File: config.mk
export PLATFORM = sky130hd
export DESIGN_NAME = ulx3s_pll_phase_ctrl_flat
export DESIGN_NICKNAME = d
export VERILOG_FILES = /design/src/rtl/ulx3s_pll_pkg.sv /design/src/rtl/ulx3s_pll_phase_ctrl_if.sv /design/src/rtl/ulx3s_sync2.sv /design/src/rtl/ulx3s_pll_phase_ctrl.sv /design/src/flat_wrapper.sv
export SDC_FILE = /design/constraint.sdc
export NUM_CORES = 1
export LEC_CHECK = 0
export CORE_ASPECT_RATIO = 1.5
export CORE_UTILIZATION = 40
export DETAILED_ROUTE_END_ITERATION = 10
export GPL_ROUTABILITY_DRIVEN = 0
export PLACE_DENSITY = 0.58
export SKIP_LAST_GASP = 1
export SLEW_MARGIN = 30
export SYNTH_ARGS = -nofsm -noshare
export SYNTH_HDL_FRONTEND = slang
export SYNTH_SLANG_ARGS = --single-unit
File: constraint.sdc
create_clock -name clock -period 4.7 [get_ports clock]
set_input_delay 0.94 -clock clock [delete_from_list [all_inputs] [get_ports clock]]
set_output_delay 0.94 -clock clock [all_outputs]
set_load 0.05 [all_outputs]
File: src/rtl/ulx3s_pll_pkg.sv
// Shared definitions for the ULX3S PLL dynamic-phase controller: FSM states,
// PHASESEL output-select codes and a constant helper for counter sizing.
package ulx3s_pll_pkg;

  typedef enum logic [2:0] {
    WAIT_LOCK = 3'd0,
    IDLE      = 3'd1,
    SETUP     = 3'd2,
    PULSE     = 3'd3,
    GAP       = 3'd4,
    SETTLE    = 3'd5
  } state_t;

  localparam logic [1:0] SEL_CLKOS  = 2'd0;
  localparam logic [1:0] SEL_CLKOS2 = 2'd1;
  localparam logic [1:0] SEL_CLKOS3 = 2'd2;
  localparam logic [1:0] SEL_CLKOP  = 2'd3;

  function automatic int maxOf(input int a, input int b);
    return (a > b) ? a : b;
  endfunction

endpackage

File: src/rtl/ulx3s_pll_phase_ctrl_if.sv
// Phase-step request channel between a requester (master) and the controller (slave).
// Handshake: a request transfers on a rising clock edge where req_valid and req_ready
// are both 1; req_sel/req_dir/req_steps are only sampled on that edge.
interface ulx3s_pll_phase_ctrl_if;
  logic       req_valid;
  logic       req_ready;
  logic [1:0] req_sel;
  logic       req_dir;
  logic [3:0] req_steps;

  modport master (output req_valid, output req_sel, output req_dir, output req_steps,
                  input  req_ready);
  modport slave  (input  req_valid, input  req_sel, input  req_dir, input  req_steps,
                  output req_ready);
endinterface

File: src/rtl/ulx3s_sync2.sv
// Two-flop synchronizer with asynchronous active-low reset; output reads 0 in reset.
module ulx3s_sync2 (
  input  logic clock,
  input  logic resetn,
  input  logic d,
  output logic q
);
  logic meta;

  always_ff @(posedge clock or negedge resetn) begin
    if (!resetn) begin
      meta <= 1'b0;
      q    <= 1'b0;
    end else begin
      meta <= d;
      q    <= meta;
    end
  end
endmodule

File: src/rtl/ulx3s_pll_phase_ctrl.sv
// Sequences ECP5 PLL dynamic phase steps (PHASESEL/PHASEDIR/PHASESTEP) and gates a
// downstream reset on a stable, synchronized PLL lock.
module ulx3s_pll_phase_ctrl
  import ulx3s_pll_pkg::*;
#(
  parameter int SETUP_CYC  = 4,
  parameter int PULSE_CYC  = 4,
  parameter int GAP_CYC    = 8,
  parameter int STABLE_CYC = 1024
) (
  input  logic                  clock,
  input  logic                  resetn,
  input  logic                  pll_locked,
  ulx3s_pll_phase_ctrl_if.slave req,
  output logic [1:0]            phasesel,
  output logic                  phasedir,
  output logic                  phasestep,
  output logic                  phaseloadreg,
  output logic                  busy,
  output logic                  done,
  output logic                  sys_resetn,
  output logic                  lock_lost,
  output state_t                dbgState
);
  localparam int CW = $clog2(maxOf(maxOf(SETUP_CYC, PULSE_CYC), maxOf(GAP_CYC, STABLE_CYC))) + 1;
  localparam logic [CW-1:0] SETUP_LD  = CW'(SETUP_CYC - 1);
  localparam logic [CW-1:0] PULSE_LD  = CW'(PULSE_CYC - 1);
  localparam logic [CW-1:0] GAP_LD    = CW'(GAP_CYC - 1);
  localparam logic [CW-1:0] STABLE_LD = CW'(STABLE_CYC - 1);

  state_t        state, stateNext;
  logic [CW-1:0] cnt, cntNext;
  logic [4:0]    stepCnt, stepNext;
  logic [1:0]    selNext;
  logic          dirNext, sysRstNext, lostNext, lk;

  ulx3s_sync2 uLockSync (.clock(clock), .resetn(resetn), .d(pll_locked), .q(lk));

  always_ff @(posedge clock or negedge resetn) begin
    if (!resetn) begin
      state      <= WAIT_LOCK;
      cnt        <= '0;
      stepCnt    <= '0;
      phasesel   <= SEL_CLKOS;
      phasedir   <= 1'b0;
      sys_resetn <= 1'b0;
      lock_lost  <= 1'b0;
    end else begin
      state      <= stateNext;
      cnt        <= cntNext;
      stepCnt    <= stepNext;
      phasesel   <= selNext;
      phasedir   <= dirNext;
      sys_resetn <= sysRstNext;
      lock_lost  <= lostNext;
    end
  end

  // The lock-stability counter counts down from STABLE_CYC-1 and is reloaded while
  // lk is low; lk is 0 for the first cycles after reset, so it is always armed.
  always_comb begin
    stateNext  = state;
    cntNext    = cnt;
    stepNext   = stepCnt;
    selNext    = phasesel;
    dirNext    = phasedir;
    sysRstNext = sys_resetn;
    lostNext   = lock_lost;
    done       = 1'b0;
    unique case (state)
      WAIT_LOCK: begin
        if (!lk) cntNext = STABLE_LD;
        else if (cnt == '0) begin
          stateNext  = IDLE;
          sysRstNext = 1'b1;
        end else cntNext = cnt - 1'b1;
      end
      IDLE: begin
        if (!lk) begin
          lostNext   = 1'b1;
          sysRstNext = 1'b0;
          cntNext    = STABLE_LD;
          stateNext  = WAIT_LOCK;
        end else if (req.req_valid) begin
          selNext   = req.req_sel;
          dirNext   = req.req_dir;
          stepNext  = (req.req_steps == 4'd0) ? 5'd16 : {1'b0, req.req_steps};
          cntNext   = SETUP_LD;
          stateNext = SETUP;
        end
      end
      SETUP: begin
        if (cnt == '0) begin
          cntNext   = PULSE_LD;
          stateNext = PULSE;
        end else cntNext = cnt - 1'b1;
      end
      PULSE: begin
        if (cnt == '0) begin
          cntNext   = GAP_LD;
          stepNext  = (stepCnt != 5'd0) ? stepCnt - 5'd1 : 5'd0;
          stateNext = GAP;
        end else cntNext = cnt - 1'b1;
      end
      GAP: begin
        if (cnt != '0) cntNext = cnt - 1'b1;
        else if (stepCnt != 5'd0) begin
          cntNext   = PULSE_LD;
          stateNext = PULSE;
        end else begin
          cntNext   = STABLE_LD;
          stateNext = SETTLE;
        end
      end
      SETTLE: begin
        if (!lk) cntNext = STABLE_LD;
        else if (cnt == '0) begin
          done      = 1'b1;
          stateNext = IDLE;
        end else cntNext = cnt - 1'b1;
      end
      default: stateNext = WAIT_LOCK;
    endcase
    // The PLL tolerates a lock glitch mid-step, so the sequence runs on; only flag it.
    if ((state == SETUP || state == PULSE || state == GAP) && !lk) lostNext = 1'b1;
  end

  assign req.req_ready  = (state == IDLE) && lk;
  assign busy           = (state == SETUP) || (state == PULSE) || (state == GAP) || (state == SETTLE);
  assign phasestep      = (state != PULSE);
  assign phaseloadreg   = 1'b1;
  assign dbgState       = state;
endmodule
File: src/flat_wrapper.sv
// flat-port wrapper written by rule: the top's interface ports become plain ports
module ulx3s_pll_phase_ctrl_flat import ulx3s_pll_pkg::*;
#(
  parameter int SETUP_CYC  = 4,
  parameter int PULSE_CYC  = 4,
  parameter int GAP_CYC    = 8,
  parameter int STABLE_CYC = 1024
)
  (clock, resetn, pll_locked, phasesel, phasedir, phasestep, phaseloadreg, busy, done, sys_resetn, lock_lost, dbgState, req_req_valid, req_req_sel, req_req_dir, req_req_steps, req_req_ready);
  ulx3s_pll_phase_ctrl_if req_i ();
  input  logic clock;
  input  logic resetn;
  input  logic pll_locked;
  output logic [1:0] phasesel;
  output logic phasedir;
  output logic phasestep;
  output logic phaseloadreg;
  output logic busy;
  output logic done;
  output logic sys_resetn;
  output logic lock_lost;
  output state_t dbgState;
  input wire logic [$bits(req_i.req_valid)-1:0] req_req_valid;
  input wire logic [$bits(req_i.req_sel)-1:0] req_req_sel;
  input wire logic [$bits(req_i.req_dir)-1:0] req_req_dir;
  input wire logic [$bits(req_i.req_steps)-1:0] req_req_steps;
  output wire logic [$bits(req_i.req_ready)-1:0] req_req_ready;
  assign req_i.req_valid = req_req_valid;
  assign req_i.req_sel = req_req_sel;
  assign req_i.req_dir = req_req_dir;
  assign req_i.req_steps = req_req_steps;
  assign req_req_ready = req_i.req_ready;
  ulx3s_pll_phase_ctrl #(.SETUP_CYC(SETUP_CYC), .PULSE_CYC(PULSE_CYC), .GAP_CYC(GAP_CYC), .STABLE_CYC(STABLE_CYC)) u_core (.clock(clock), .resetn(resetn), .pll_locked(pll_locked), .req(req_i), .phasesel(phasesel), .phasedir(phasedir), .phasestep(phasestep), .phaseloadreg(phaseloadreg), .busy(busy), .done(done), .sys_resetn(sys_resetn), .lock_lost(lock_lost), .dbgState(dbgState));
endmodule
==> run_results.csv <==
group,metric,value,unit
critical_path,crit_path_start_kind,"register",
cts,ctsResizeCount,0,
detailed_routing,drc,0,
synthesis,ys_top_cells_by_area,"dfrtp_1, nand2_1, o21ai_0",
grt,grt_max_degree,27,
cells_and_area,diodes,0,
grt,grt_pass1_wl,7.33,mm
critical_path,reg2reg_depth,7,
synthesis,syn_area_per_cell,8.80,um2
critical_path,r2r-end,"u_core.stepCnt[4]$_DFFE_PN0P_",
cells_and_area,syn_to_final_growth,17.4,%
cts,cts_buffers,3,
synthesis,synth_fp_nets,215,
timing,hold_viol_final,0,
synthesis,syn_area,1760,um2
critical_path,reg2reg_slack,2.27,ns
die,start_util,41.8,%
pwr,p_leak,0.831,nW
critical_path,cp_data_required_time,3.76,ns
critical_path,worstPathCellList,"inv_1 > ha_1 > or4b_1 > or3_4 > nor3_1 > clkdlybuf4s50_1",
detailed_routing,ant_nets,0,
timing,setup_tns,0,ns
grt,gr-total-overflow,0,
worst_hold_path,hold_path_depth,0,
synthesis,synth-seq-cells,26,
grt,grt.total_usage,19.3,%
cells_and_area,drive_gt1_share,9.26,%
timing,slew_viol_final,0,
placed_design,post-dp-hpwl,3.10,mm
grt,grt_antenna_before_repair,0,
cts,cts.clk_slew.worst_paths,0.10,ns
critical_path,cp-end-kind,"output pin",
critical_path,arrival,3.02,ns
run,cap_violations,0,
cts,cts_max_level,1,
synthesis,syn_inst,200,
detailed_routing,drt_pass1_iterations,4,
cts,cts_tree,"done",
timing,min_period_over_period,84.3,%
pwr,powerDensity,219,nW/um2
die,coreArea,4210,um2
timing,rsz0062_at_grt,"no",
grt,grt_pass1_vias,1624,
cells_and_area,finalInstanceArea,2060,um2
critical_path,cpPeakStageDelay,0.83,ns
placed_design,io_buffers,22,
detailed_routing,vias,1607,
critical_path,crit_slowest_cell,"clkdlybuf4s50_1",
synthesis,synth.top_cell.area_share,37.0,%
placed_design,dpl_cell_area,1990,um2
synthesis,synth_ff_type,"dfrtp_1",
timing,setup_violations,0,
timing,min_period,3.96,ns
die,die_h,83.2,um
synthesis,yosysTopAreaCell,"dfrtp_1",
detailed_routing,routed_wl,4.27,mm
cts,cts_root_buf,"clkbuf_8",
synthesis,synth-seq-area-share,37.0,%
worst_hold_path,hold_path.class,"register to register",
cts,insertion_delay,0.28,ns
die,ios,24,
synthesis,synth.distinct_cells,54,
cts,holdBufCountCts,0,
cells_and_area,nets,232,
die,die_w,56.1,um
detailed_routing,drtIter0Drc,60,
synthesis,synth_edf_count,0,
worst_hold_path,holdPathEnd,"u_core.uLockSync.q$_DFF_PN0_",
pwr,vdd_drop_max,0.141,mV
critical_path,crit_fanout,13,
synthesis,synthArstFlopShare,100,%
worst_hold_path,min_from,"u_core.uLockSync.meta$_DFF_PN0_",
status,outcome,"completed",
cts,cts_setup_buffers,0,
detailed_routing,wire_per_inst,16.3,um
critical_path,worstSetupPathType,"register to output pin",
cts,clk_path_buf_depth,2,
detailed_routing,via_per_inst,6.13,
timing,max_slew_margin,58.4,%
timing,fin_skew,0.00775,ns
synthesis,yosys_warnings,0,
critical_path,reg2reg_from,"u_core.cnt[0]$_DFFE_PN0P_",
timing,tightestPinTransition,0.623,ns
cts,cts_num_sinks,26,
timing,max_freq,252,MHz
die,std_cell_rows,29,
die,die_area,4670,um2
flip-flops by register name, summed over array words and instances, names as in the netlist:
name                   count
u_core.cnt                11
u_core.dbgState            3
u_core.lock_lost           1
u_core.phasedir            1
u_core.phasesel            2
u_core.stepCnt             5
u_core.sys_resetn          1
u_core.uLockSync.meta      1
u_core.uLockSync.q         1
Yosys cell counts, drive strengths merged, types with 2 or more instances:
library cell	number
xor2	2
or2	3
inv	8
nand2b	2
nor4	2
or3	4
o21bai	5
a21oi	12
or4	2
a311oi	2
o21ai	20
dfrtp	26
ha	4
clkbuf	7
nor2b	7
a211oi	2
nor3	6
a31oi	3
or3b	2
and2	2
nor2	11
nor3b	3
xnor2	4
a221o	3
buf	4
mux2	3
a2bb2oi	2
nand2	23
or4b	2
a22o	7
metal layers:
layer  track usage [%]  vias up  part of all wire (%)
li1                  -      771                     -
met1              22.4      801                    40
met2              35.2       26                    55
met3              2.65        9                   2.7
met4              7.10        0                   2.1
met5                 0        -                     0
final cells by class:
type / instances / area, um2
Fill cell: 395 / 2140
Clock buffer: 3 / 41.3
Multi-Input combinational cell: 155 / 1030
Inverter: 8 / 30.0
Clock inverter: 1 / 30.0
Tap cell: 46 / 57.6
Sequential cell: 26 / 651
Timing Repair Buffer: 23 / 228
layout by cell type (no fill, tap or decap), types with 4 or more instances in the layout:
cell / instances
dfrtp_1: 26
nand2_1: 23
clkdlybuf4s50_1: 22
o21ai_0: 15
a21oi_1: 12
nor2_1: 11
inv_1: 8
nor2b_1: 7
a22o_1: 7
nor3_1: 5
xnor2_1: 4
o21bai_1: 4
o21ai_1: 4
ha_1: 4
worst max-delay path by stage:
| stage | start | end | slack (ns) | cells after the start |
|---|---|---|---|---|
| 2_1_floorplan | u_core.cnt[0]$_DFFE_PN0P_ | done | 1.01 | 6 |
| 3_3_place_gp | u_core.cnt[0]$_DFFE_PN0P_ | done | 1.15 | 6 |
| 3_5_place_dp | u_core.cnt[0]$_DFFE_PN0P_ | done | 1.09 | 6 |
| 4_1_cts | u_core.cnt[0]$_DFFE_PN0P_ | done | 0.75 | 6 |
| 5_1_grt | u_core.cnt[0]$_DFFE_PN0P_ | done | 0.62 | 6 |
| 6_report | u_core.cnt[0]$_DFFE_PN0P_ | done | 0.74 | 6 |
where the power goes:
group	internal (mW)	total, mW	switching, mW
logic	0.0161	0.0338	0.0177
clock network	0.114	0.188	0.0741
registers	0.226	0.230	0.00349
kinds of logic after synthesis:
kind of cell | share of synthesized area [%]
AO/OA/AOI/OAI | 27.4
XOR/XNOR | 2.99
adder cells (fa/ha/maj) | 2.85
buffers and inverters | 4.62
flip-flops | 37.0
multiplexers | 1.92
other | 0.213
AND/OR/NAND/NOR | 23.0
metrics by stage:
| step | setup WS (ns) | power [mW] | hold WS [ns] | utilization [%] | std cells |
|---|---|---|---|---|---|
| finish | 0.738 | 0.452 | 0.356 | 49.0 | 262 |
| global route | 0.625 | 0.468 | 0.368 | 49.0 | 262 |
| CTS | 0.752 | 0.456 | 0.359 | 49.0 | 262 |
| detailed placement | 1.09 | 0.268 | 0.337 | 47.4 | 258 |
| global placement | 1.15 | 0.267 | 0.335 | 47.4 | 258 |
| floorplan | 1.01 | 0.251 | 0.331 | - | 200 |
critical path, delay by kind of cell, from the launching register on:
kind	cells	cell delay [ns]
adder cells (fa/ha/maj)	1	0.16
buffers and inverters	2	0.95
flip-flops	1	0.41
AND/OR/NAND/NOR	3	1.22
(Power assumes the default switching activity.)
